## config.mk

```make
export PLATFORM = sky130hd
export DESIGN_NAME = cache_fill_fsm
export DESIGN_NICKNAME = d
export VERILOG_FILES = /design/src/rtl/cache_fill_fsm_pkg.sv /design/src/rtl/cache_fill_fsm_fill_counter.sv /design/src/rtl/cache_fill_fsm.sv
export SDC_FILE = /design/constraint.sdc
export NUM_CORES = 1
export LEC_CHECK = 0
export CORE_AREA = 2 2 63 65
export DETAILED_ROUTE_END_ITERATION = 12
export DIE_AREA = 0 0 65 67
export HOLD_SLACK_MARGIN = 0.12
export MAX_ROUTING_LAYER = met4
export PLACE_DENSITY = 0.9
export SLEW_MARGIN = 20
export SYNTH_ARGS = -nofsm -noshare
export SYNTH_HDL_FRONTEND = slang
export SYNTH_SLANG_ARGS = --single-unit
```

## constraint.sdc

```tcl
create_clock -name clk -period 2.2 [get_ports clk]
set_clock_uncertainty 0.1 [all_clocks]
set_input_delay 0.44 -clock clk [delete_from_list [all_inputs] [get_ports clk]]
set_output_delay 0.44 -clock clk [all_outputs]
set_load 0.02 [all_outputs]
```

## src/rtl/cache_fill_fsm_pkg.sv

```systemverilog
`default_nettype none
// ============================================================================
// cache_fill_fsm_pkg : block geometry and fill-controller state encoding
// Revision 1.0
// ============================================================================
package cache_fill_fsm_pkg;

  localparam int c_BLOCK_BYTES     = 16;
  localparam int c_WORDS_PER_BLOCK = 8;
  localparam int c_OFFSET_BITS     = 4;

  typedef enum logic [0:0] {
    ST_IDLE = 1'b0,
    ST_FILL = 1'b1
  } fill_state_e;

endpackage
`default_nettype wire

```

## src/rtl/cache_fill_fsm_fill_counter.sv

```systemverilog
`default_nettype none
// ============================================================================
// fill_counter : saturating word counter with sync clear, enable, done flag
// Revision 1.0
// ============================================================================
module fill_counter #(
  parameter int WIDTH = 4,
  parameter int LIMIT = 8
) (
  input  logic             clk,
  input  logic             rst_n,
  input  logic             i_clear,
  input  logic             i_enable,
  output logic [WIDTH-1:0] o_count,
  output logic             o_done
);

  logic [WIDTH-1:0] r_count;

  // Holds at LIMIT so a stray enable can never wrap into a new block.
  always_ff @(posedge clk) begin
    if (!rst_n) begin
      r_count <= '0;
    end else if (i_clear) begin
      r_count <= '0;
    end else if (i_enable && !o_done) begin
      r_count <= r_count + 1'b1;
    end
  end

  assign o_count = r_count;
  assign o_done  = (r_count == WIDTH'(LIMIT));

endmodule
`default_nettype wire

```

## src/rtl/cache_fill_fsm.sv

```systemverilog
`default_nettype none
// ============================================================================
// cache_fill_fsm : fetches one cache block from pipelined memory on a miss
// Revision 1.0
// ============================================================================
module cache_fill_fsm
  import cache_fill_fsm_pkg::*;
#(
  parameter int WORDS_PER_BLOCK = c_WORDS_PER_BLOCK,
  parameter int ADDR_W          = 16,
  parameter int DATA_W          = 16
) (
  input  logic                               clk,
  input  logic                               rst_n,
  input  logic                               i_miss_detected,
  input  logic [ADDR_W-1:0]                  i_miss_address,
  input  logic                               i_memory_valid,
  input  logic [DATA_W-1:0]                  i_memory_data,
  output logic                               o_fsm_busy,
  output logic                               o_mem_enable,
  output logic [ADDR_W-1:0]                  o_memory_address,
  output logic                               o_write_data_array,
  output logic [$clog2(WORDS_PER_BLOCK)-1:0] o_data_array_word,
  output logic [DATA_W-1:0]                  o_data_array_data,
  output logic                               o_write_tag_array
);

  localparam int c_CNT_W   = $clog2(WORDS_PER_BLOCK) + 1;
  localparam int c_WORD_W  = $clog2(WORDS_PER_BLOCK);
  localparam int c_BYTE_SH = $clog2(DATA_W / 8);
  localparam int c_OFF_W   = c_WORD_W + c_BYTE_SH;
  localparam logic [ADDR_W-1:0]  c_BLK_MASK  = ~ADDR_W'((1 << c_OFF_W) - 1);
  localparam logic [c_CNT_W-1:0] c_LAST_WORD = c_CNT_W'(WORDS_PER_BLOCK - 1);

  fill_state_e         r_state;
  fill_state_e         w_state_nxt;
  logic [ADDR_W-1:0]   r_base;

  logic                w_in_fill;
  logic                w_cnt_clear;
  logic                w_issue_en;
  logic                w_recv_en;
  logic [c_CNT_W-1:0]  w_issue_cnt;
  logic [c_CNT_W-1:0]  w_recv_cnt;
  logic                w_issue_done;
  logic                w_recv_done;
  logic [ADDR_W-1:0]   w_issue_off;

  assign w_in_fill   = (r_state == ST_FILL);
  assign w_cnt_clear = (r_state == ST_IDLE);
  assign w_issue_en  = w_in_fill && !w_issue_done;
  assign w_recv_en   = w_in_fill && i_memory_valid && !w_recv_done;
  assign w_issue_off = ADDR_W'(w_issue_cnt) << c_BYTE_SH;

  always_ff @(posedge clk) begin
    if (!rst_n) begin
      r_state <= ST_IDLE;
    end else begin
      r_state <= w_state_nxt;
    end
  end

  // Base is captured only when a fill is accepted; later address changes are ignored.
  always_ff @(posedge clk) begin
    if (!rst_n) begin
      r_base <= '0;
    end else if (!w_in_fill && i_miss_detected) begin
      r_base <= i_miss_address & c_BLK_MASK;
    end
  end

  fill_counter #(
    .WIDTH (c_CNT_W),
    .LIMIT (WORDS_PER_BLOCK)
  ) u_issue_cnt (
    .clk      (clk),
    .rst_n    (rst_n),
    .i_clear  (w_cnt_clear),
    .i_enable (w_issue_en),
    .o_count  (w_issue_cnt),
    .o_done   (w_issue_done)
  );

  fill_counter #(
    .WIDTH (c_CNT_W),
    .LIMIT (WORDS_PER_BLOCK)
  ) u_recv_cnt (
    .clk      (clk),
    .rst_n    (rst_n),
    .i_clear  (w_cnt_clear),
    .i_enable (w_recv_en),
    .o_count  (w_recv_cnt),
    .o_done   (w_recv_done)
  );

  assign o_fsm_busy = w_in_fill;

  // Issue side runs off counters only; receive side is combinational from i_memory_valid.
  always_comb begin
    w_state_nxt        = r_state;
    o_mem_enable       = 1'b0;
    o_memory_address   = '0;
    o_write_data_array = 1'b0;
    o_data_array_word  = '0;
    o_data_array_data  = '0;
    o_write_tag_array  = 1'b0;
    case (r_state)
      ST_IDLE: begin
        if (i_miss_detected) begin
          w_state_nxt = ST_FILL;
        end
      end
      ST_FILL: begin
        if (!w_issue_done) begin
          o_mem_enable     = 1'b1;
          o_memory_address = r_base + w_issue_off;
        end
        if (i_memory_valid) begin
          o_write_data_array = 1'b1;
          o_data_array_word  = w_recv_cnt[c_WORD_W-1:0];
          o_data_array_data  = i_memory_data;
          if (w_recv_cnt == c_LAST_WORD) begin
            o_write_tag_array = 1'b1;
            w_state_nxt       = ST_IDLE;
          end
        end
      end
      default: begin
        w_state_nxt = ST_IDLE;
      end
    endcase
  end

endmodule
`default_nettype wire

```

==> results.sh, run 1 <==
export IMPL_dr_total_vias=1704
export IMPL_port_buffers=69
export IMPL_gp_congestion=0.8243
export IMPL_grt_max_degree=21
export IMPL_grt_pass1_wl_microns=7210
export IMPL_hold_depth=2
export IMPL_viasPerCell=5.056
export IMPL_core_sq_mm=0.003606
export IMPL_synth_top_area_cell="dfxtp_1"
export IMPL_cp_slowest_stage_delay_ns=0.50
export IMPL_crit_path_end_kind="primary output"
export IMPL_maxCapViolations=0
export IMPL_grt_pass1_vias=1652
export IMPL_power_density_mw_per_mm2=366.6
export IMPL_status="finished, violations left"
export IMPL_ff2ff_path_depth=4
export IMPL_utilization_pct=68.29
export IMPL_setup_viol=3
export IMPL_postSynthCellCount=187
export IMPL_drt_wl_total_microns=4814
export IMPL_drv_slew=0
export IMPL_crit_chain="ha_4, nand2_2, or4_4, a21oi_2, buf_6"
export IMPL_yosys_top_cells_area="dfxtp_1, nand2_1, and3_1"
export IMPL_layout_nets=332
export IMPL_dieArea_sq_mm=0.004355
export IMPL_cpMaxStageDelayCell="or4_4"
export IMPL_cts_clk_slew_worst_paths_ns=0.08
export IMPL_yosysMostFrequentCell="nand2_1"
export IMPL_cts_sinks=21
export IMPL_criticalPathCategory="flop to primary output"
export IMPL_cp_data_required_time_ns=1.66
export IMPL_startpoint_type="flop"
export IMPL_root_buffer="clkbuf_8"
export IMPL_stdcell_area_sq_mm=0.002462
export IMPL_num_rows=22
export IMPL_antennaDiodeCount=0
export IMPL_wl_per_cell_microns=14.28
export IMPL_hp_class="flop to flop"
export IMPL_seq_area_frac_synth_pct=30.74
export IMPL_die_w_microns=65
export IMPL_synth_top_flop_cell="dfxtp_1"
export IMPL_ys_ff_latch=21
export IMPL_p_leak_uw=0.001131
export IMPL_clock_latency_ns=0.26
export IMPL_holdCritStartpoint="r_base[15]"
export IMPL_syn_nets=229
export IMPL_drt_antenna_violating_nets=0
export IMPL_critPathMaxFanout=4
export IMPL_cts_max_level=1
export IMPL_syn_cell_area_sq_mm=0.001368
export IMPL_synth_edf_count=0
export IMPL_power_ir_vdd_worst_uv=513.7
export IMPL_hold_viol=0
export IMPL_cts_tree="yes"
export IMPL_hold_buffers=0
export IMPL_syn_avg_cell_area_sq_um=7.313
export IMPL_reg2reg_from="o_fsm_busy"
export IMPL_yosysTopAreaCellShare_pct=30.74
export IMPL_drt_iter0_drc=107
export IMPL_antenna_found_initial=0
export IMPL_areaGrowthSynthToFinish_pct=80.05
export IMPL_ys_types=31
export IMPL_total_power_uw=902.8
export IMPL_async_flop_share_pct=0
export IMPL_min_period_ns=2.237
export IMPL_die_y_microns=67
export IMPL_dp_hpwl_microns=3307
export IMPL_hold_end="r_base[15]"
export IMPL_violations="negative setup slack"
export IMPL_drt_first_pass_iters=4
export IMPL_grt_usage_pct=21.58
export IMPL_fin_crit_sh_pct=101.7
export IMPL_start_util_pct=37.93
export IMPL_timing_fmax_mhz=447.0
export IMPL_ctsLongestPathBuffers=2
export IMPL_dpl_cell_area_sq_mm=0.002349
export IMPL_overflow=0
export IMPL_r2r_setup_slack_ns=0.59
export IMPL_fin_ws_ns=-0.03721
export IMPL_drc=0
export IMPL_rr_endpoint="r_base[9]"
export IMPL_rsz0062_at_grt="true"
export IMPL_synth_commonest_cells="nand2_1, dfxtp_1, and3_1"
export IMPL_cts_buffers=3
export IMPL_drive_gt1_share_pct=35.64
export IMPL_io_pins=75
export IMPL_cp_arrival_ns=1.70
export IMPL_synth_warnings=0
## state kept, by name, summed over array words and instances, names as in the netlist
name / count
u_recv_cnt.o_count: 4
o_fsm_busy: 1
r_base: 12
u_issue_cnt.o_count: 4
## logic make-up after synthesis
kind of cell | synth area share [%]
flip-flops | 30.74
XOR/XNOR | 3.202
other | 0.2742
adder cells (fa/ha/maj) | 5.489
AND/OR/NAND/NOR | 35.59
buffers and inverters | 6.862
multiplexers | 0.7320
AO/OA/AOI/OAI | 17.11
## routing by layer
layer,track usage (%),vias to the layer above,share of wire (%)
met4,5.585,0,0.87
met2,37.89,50,53
met1,25.41,801,42
met5,-,-,0
li1,-,847,-
met3,4.054,6,4.2
## report_power, final
group	switching, uW	leakage (uW)	internal, uW
sequential	20.2	0.000177	395
combinational	111	0.000929	122
clock	128	0.0000255	126
## final cells by class
| class | count | area, sq um |
|---|---|---|
| clock buffers | 3 | 41.29 |
| repair buffers | 109 | 908.4 |
| fillers | 284 | 1144 |
| well taps | 48 | 60.06 |
| flip-flops and latches | 21 | 440.4 |
| multi-input cells | 144 | 965.9 |
| clock inverters | 1 | 5.005 |
| inverters | 11 | 41.29 |
## cell usage in the layout (no fill, tap or decap), types with 2 or more instances in the layout
master,synthesis,routed
dfxtp_2,0,10
buf_2,0,8
inv_2,0,2
inv_1,11,9
and3_1,18,18
clkbuf_2,0,10
nand2b_1,2,2
nand2_1,34,32
nand3_1,9,9
clkdlybuf4s15_1,0,3
nand4_1,3,3
or4_4,0,3
a21oi_1,13,8
or3_2,2,2
o31ai_1,4,3
ha_1,6,3
clkdlybuf4s50_1,0,33
or3_1,2,2
dfxtp_4,0,2
clkbuf_8,0,3
buf_4,1,40
dfxtp_1,21,9
a21oi_2,0,5
buf_6,1,5
dlygate4sd2_1,0,8
nand3b_1,3,3
nor2_1,9,9
o21ai_0,8,8
ha_4,0,3
a21boi_0,12,12
xor2_1,4,4
## metrics by stage
| step | worst slack (ns) | hold slack, ns | std cells | setup TNS (ns) |
|---|---|---|---|---|
| 3_5_place_dp | -0.3819 | 0.3869 | 329 | -7.829 |
| 6_report | -0.03721 | 0.4081 | 337 | -0.07515 |
| 2_1_floorplan | 0.1263 | 0.3524 | 187 | 0 |
| 5_1_grt | -0.08293 | 0.4182 | 337 | -0.2539 |
| 3_3_place_gp | -0.3496 | 0.3755 | 329 | -6.716 |
| 4_1_cts | -0.03111 | 0.3985 | 337 | -0.07905 |
## critical path: cells and delay by family, from the launching register on
family	cells	cell delay [ns]
adders and majority gates	1	0.16
AOI/OAI and AO/OA	1	0.16
and+or+nand+nor	2	0.60
buffers and inverters	1	0.13
DFF	1	0.39
## worst max path at each step
| stage | from | to | cells past startpoint |
|---|---|---|---|
| 2_1_floorplan | u_issue_cnt.o_count[3] | o_memory_address[12] | 4 |
| 3_3_place_gp | i_memory_valid | o_write_tag_array | 4 |
| 3_5_place_dp | i_memory_valid | o_write_tag_array | 4 |
| 4_1_cts | r_base[8] | o_memory_address[15] | 5 |
| 5_1_grt | r_base[4] | o_memory_address[13] | 5 |
| 6_report | r_base[4] | o_memory_address[13] | 5 |
## what timing repair did
item                                    in CTS  in global routing
resized for setup                           99                 57
setup buffers                                4                  0
pin swaps                                    4                  7
endpoints found under the setup margin      36                 36
Note: power is estimated with default switching activity, not from simulation.
==> run 2, diff against run 1 <==
GPL_TIMING_DRIVEN = 0   (was unset)
==> results.sh, run 2 (synthesis results as in run 1) <==
export IMPL_violations="negative setup slack"
export IMPL_switchingPower_uw=247.1
export IMPL_dr_total_vias=1630
export IMPL_hold_viol=0
export IMPL_wl_met2_microns=2354
export IMPL_cts_tree="yes"
export IMPL_gp_congestion=0.8952
export IMPL_hp_class="flop to flop"
export IMPL_drt_antenna_violating_nets=0
export IMPL_fill_cells=305
export IMPL_maxCapViolations=0
export IMPL_drive_gt1_share_pct=32.97
export IMPL_layout_nets=319
export IMPL_internal_power_uw=634.1
export IMPL_min_period_ns=2.214
export IMPL_die_w_microns=65
export IMPL_antennaDiodeCount=0
export IMPL_crit_path_end_kind="primary output"
export IMPL_io_pins=75
export IMPL_drt_iter0_drc=82
export IMPL_antenna_found_initial=0
export IMPL_final_cell_mix="clkdlybuf4s50_1, nand2_1, buf_4"
export IMPL_drc=0
export IMPL_power_density_mw_per_mm2=377.4
export IMPL_dpl_cell_count=304
export IMPL_pwr_share_seq_pct=46.9
export IMPL_cts_max_level=1
export IMPL_start_util_pct=37.93
export IMPL_setup_viol=2
export IMPL_drt_wl_total_microns=4609
export IMPL_grt_max_degree=12
export IMPL_cp_data_required_time_ns=1.66
export IMPL_rsz0062_at_grt="true"
export IMPL_wl_met3_microns=130
export IMPL_wl_per_cell_microns=14.23
export IMPL_top_register="r_base"
export IMPL_swShare_pct=28.04
export IMPL_timing_fmax_mhz=451.6
export IMPL_dp_hpwl_microns=3062
export IMPL_wl_met1_microns=2009
export IMPL_core_sq_mm=0.003606
export IMPL_grt_pass1_wl_microns=7327
export IMPL_clkPwrFrac_pct=28.1
export IMPL_dpl_worst_slack_ns=-0.7132
export IMPL_viasPerCell=5.031
export IMPL_utilization_pct=64.75
export IMPL_p_leak_uw=0.001045
export IMPL_r2r_setup_slack_ns=0.76
export IMPL_port_buffers=69
export IMPL_largest_register_ffs=12
export IMPL_cts_clk_slew_worst_paths_ns=0.07
export IMPL_overflow=0
export IMPL_clock_latency_ns=0.26
export IMPL_combPwrFrac_pct=25.0
export IMPL_fin_ws_ns=-0.01440
export IMPL_dieArea_sq_mm=0.004355
export IMPL_drv_slew=0
export IMPL_root_buffer="clkbuf_8"
export IMPL_num_rows=22
export IMPL_areaGrowthSynthToFinish_pct=70.72
export IMPL_cts_sinks=21
export IMPL_ctsLongestPathBuffers=2
export IMPL_cts_buffers=3
export IMPL_fin_crit_sh_pct=100.7
export IMPL_grt_usage_pct=21.92
export IMPL_drt_first_pass_iters=4
export IMPL_hold_buffers=0
export IMPL_critPathMaxFanout=3
export IMPL_criticalPathCategory="flop to primary output"
export IMPL_grt_pass1_vias=1618
export IMPL_startpoint_type="flop"
export IMPL_die_y_microns=67
export IMPL_status="finished, violations left"
export IMPL_highest_layer="met4"
export IMPL_stdcell_count=324
export IMPL_power_ir_vdd_worst_uv=337.4
export IMPL_cp_arrival_ns=1.67
export IMPL_final_common_cell="clkdlybuf4s50_1"
run 2: cell types whose count changed in the layout (fill, tap and decap cells not counted), sizes merged:
| cell | delta |
|---|---|
| buf | -10 |
| clkdlybuf4s50 | -1 |
| clkinv | -1 |
| clkbuf | +1 |
| clkdlybuf4s15 | -2 |
run 2: cell type report:
class | instances | area, sq um | share of cell area (%)
buffer | 11 | 80.08 | 3.430
clock buffer | 4 | 45.04 | 1.929
inverter | 11 | 41.29 | 1.768
multi-input combinational | 144 | 969.7 | 41.53
sequential | 21 | 451.7 | 19.35
tap | 48 | 60.06 | 2.572
timing repair buffer | 85 | 686.9 | 29.42
run 2: power by group through the flow:
stage	logic, uW	registers, uW	clock network (uW)
floorplan	93.4	419	0
detailed placement	206	422	0
CTS	212	410	251
global route	238	415	267
finish	220	413	248
global placement	203	421	0
run 2: per-layer routing:
layer / vias up / GRT usage, %
li1: 824 / -
met1: 756 / 26.05
met2: 39 / 37.50
met3: 11 / 1.858
met4: 0 / 10.64
met5: - / -
run 2: metrics by stage:
stage | area (sq um) | TNS [ns] | power, uW | hold slack (ns)
floorplan | 1368 | 0 | 512.1 | 0.3524
global placement | 2118 | -14.98 | 623.5 | 0.3698
detailed placement | 2118 | -15.87 | 628.5 | 0.3800
CTS | 2258 | -0.007899 | 872.5 | 0.3913
global route | 2335 | -0.3086 | 919.6 | 0.4294
finish | 2335 | -0.02166 | 881.2 | 0.3909
run 2: repair_timing:
| action | in CTS | in global routing |
|---|---|---|
| gates resized for setup | 150 | 37 |
| gates cloned | 1 | 0 |
| buffers inserted | 9 | 6 |
| endpoints found under the setup margin | 37 | 28 |
| pin swaps | 7 | 8 |
run 2: final timing paths:
path / startpoint / to / cells past startpoint
worst max-delay path: u_issue_cnt.o_count[0] / o_memory_address[15] / 6
worst min-delay path: r_base[15] / r_base[15] / 2
worst max register to register: o_fsm_busy / r_base[9] / 4
worst min register to register: r_base[15] / r_base[15] / 2
run 2: critical path, cell delays in order (launching register included):
cell     delay, ns
dfxtp_2       0.34
inv_1         0.08
ha_4          0.17
and3b_1       0.18
or3_1         0.31
mux2i_1       0.16
buf_4         0.17
==> run 3, diff against run 2 <==
MAX_ROUTING_LAYER = unset   (was met4)
==> results.sh, run 3 (synthesis results as in run 1) <==
export IMPL_drt_iter0_drc=85
export IMPL_hold_ws_ns=0.3928
export IMPL_status="finished, violations left"
export IMPL_power_density_mw_per_mm2=377.8
export IMPL_fill_cells=305
export IMPL_areaGrowthSynthToFinish_pct=70.72
export IMPL_switchingPower_uw=248.0
export IMPL_grt_max_degree=12
export IMPL_stdcell_count=324
export IMPL_grt_usage_pct=21.35
export IMPL_layout_nets=319
export IMPL_die_w_microns=65
export IMPL_root_buffer="clkbuf_8"
export IMPL_dieArea_sq_mm=0.004355
export IMPL_cts_max_level=1
export IMPL_p_leak_uw=0.001045
export IMPL_violations="negative setup slack"
export IMPL_antenna_found_initial=0
export IMPL_timing_fmax_mhz=451.7
export IMPL_clkPwrFrac_pct=28.2
export IMPL_startpoint_type="flop"
export IMPL_drv_slew=0
export IMPL_dr_total_vias=1633
export IMPL_criticalPathCategory="flop to primary output"
export IMPL_gp_congestion=0.8807
export IMPL_power_ir_vdd_worst_uv=338.3
export IMPL_drt_wl_total_microns=4619
export IMPL_wl_per_cell_microns=14.26
export IMPL_swShare_pct=28.12
export IMPL_largest_register_ffs=12
export IMPL_grt_pass1_vias=1613
export IMPL_internal_power_uw=634.1
export IMPL_antennaDiodeCount=0
export IMPL_cp_data_required_time_ns=1.66
export IMPL_min_period_ns=2.214
export IMPL_cp_arrival_ns=1.67
export IMPL_top_register="r_base"
export IMPL_dpl_cell_area_sq_mm=0.002118
export IMPL_overflow=0
export IMPL_final_cell_mix="clkdlybuf4s50_1, nand2_1, buf_4"
export IMPL_combPwrFrac_pct=25.0
export IMPL_cts_buffers=3
export IMPL_ff2ff_path_depth=4
export IMPL_hold_depth=2
export IMPL_tns_ns=-0.02003
export IMPL_pwr_share_seq_pct=46.8
export IMPL_viasPerCell=5.040
export IMPL_fin_crit_sh_pct=100.6
export IMPL_grt_pass1_wl_microns=7334
export IMPL_num_rows=22
export IMPL_start_util_pct=37.93
export IMPL_fin_ws_ns=-0.01366
export IMPL_core_sq_mm=0.003606
export IMPL_setup_viol=2
export IMPL_critPathMaxFanout=3
export IMPL_maxCapViolations=0
export IMPL_crit_path_end_kind="primary output"
export IMPL_hold_viol=0
export IMPL_total_power_uw=882.1
export IMPL_io_pins=75
export IMPL_cts_tree="yes"
export IMPL_final_common_cell="clkdlybuf4s50_1"
export IMPL_hold_buffers=0
export IMPL_clock_latency_ns=0.26
export IMPL_drt_first_pass_iters=4
export IMPL_cts_clk_slew_worst_paths_ns=0.07
export IMPL_drt_antenna_violating_nets=0
export IMPL_rsz0062_at_grt="true"
export IMPL_die_y_microns=67
export IMPL_cts_sinks=21
export IMPL_drive_gt1_share_pct=32.97
export IMPL_dpl_cell_count=304
export IMPL_drc=0
export IMPL_hp_class="flop to flop"
export IMPL_port_buffers=69
export IMPL_dp_hpwl_microns=3062
export IMPL_ctsLongestPathBuffers=2
export IMPL_stdcell_area_sq_mm=0.002335
==> run 3: routing by layer <==
metal / part of all wire (%) / GRT usage [%]
met5: 0 / 0
met4: 2.5 / 10.64
met3: 3.1 / 2.027
met2: 51 / 37.50
met1: 43 / 25.95
==> run 3: path summary, 6_finish.rpt <==
path / from / end / slack (ns)
worst max-delay path: u_issue_cnt.o_count[0] / o_memory_address[15] / -0.01
worst min-delay path: r_base[15] / r_base[15] / 0.39
worst max register to register: o_fsm_busy / r_base[9] / 0.78
worst min register to register: r_base[15] / r_base[15] / 0.39
==> run 3: power by group through the flow <==
stage / clock network (uW) / logic (uW) / registers, uW
2_1_floorplan: 0 / 93.4 / 419
3_3_place_gp: 0 / 203 / 421
3_5_place_dp: 0 / 206 / 422
4_1_cts: 251 / 212 / 410
5_1_grt: 267 / 238 / 415
6_report: 249 / 220 / 413
==> run 3: worst max-delay path, stage by stage, from the launching register on <==
cell     delay [ns]
dfxtp_2        0.34
inv_1          0.08
ha_4           0.17
and3b_1        0.18
or3_1          0.31
mux2i_1        0.16
buf_4          0.17
==> run 3: what timing repair did <==
| item | CTS | global route |
|---|---|---|
| pin swaps | 7 | 8 |
| gates resized for setup | 150 | 37 |
| cloned | 1 | 0 |
| buffers inserted | 9 | 6 |
| endpoints found under the setup margin | 37 | 28 |
==> run 3: stage by stage <==
step,setup slack [ns],util [%]
6_report,-0.01366,64.75
5_1_grt,-0.07433,64.75
4_1_cts,-0.007899,62.63
3_5_place_dp,-0.7132,58.74
3_3_place_gp,-0.7019,58.74
2_1_floorplan,0.1263,-
==> run 3: final cells by class <==
type / count / area [sq um] / share of cell area (%)
plain buffers: 11 / 80.08 / 3.430
clock buffers: 4 / 45.04 / 1.929
well taps: 48 / 60.06 / 2.572
multi-input cells: 144 / 969.7 / 41.53
flip-flops and latches: 21 / 451.7 / 19.35
inverters: 11 / 41.29 / 1.768
repair buffers: 85 / 686.9 / 29.42
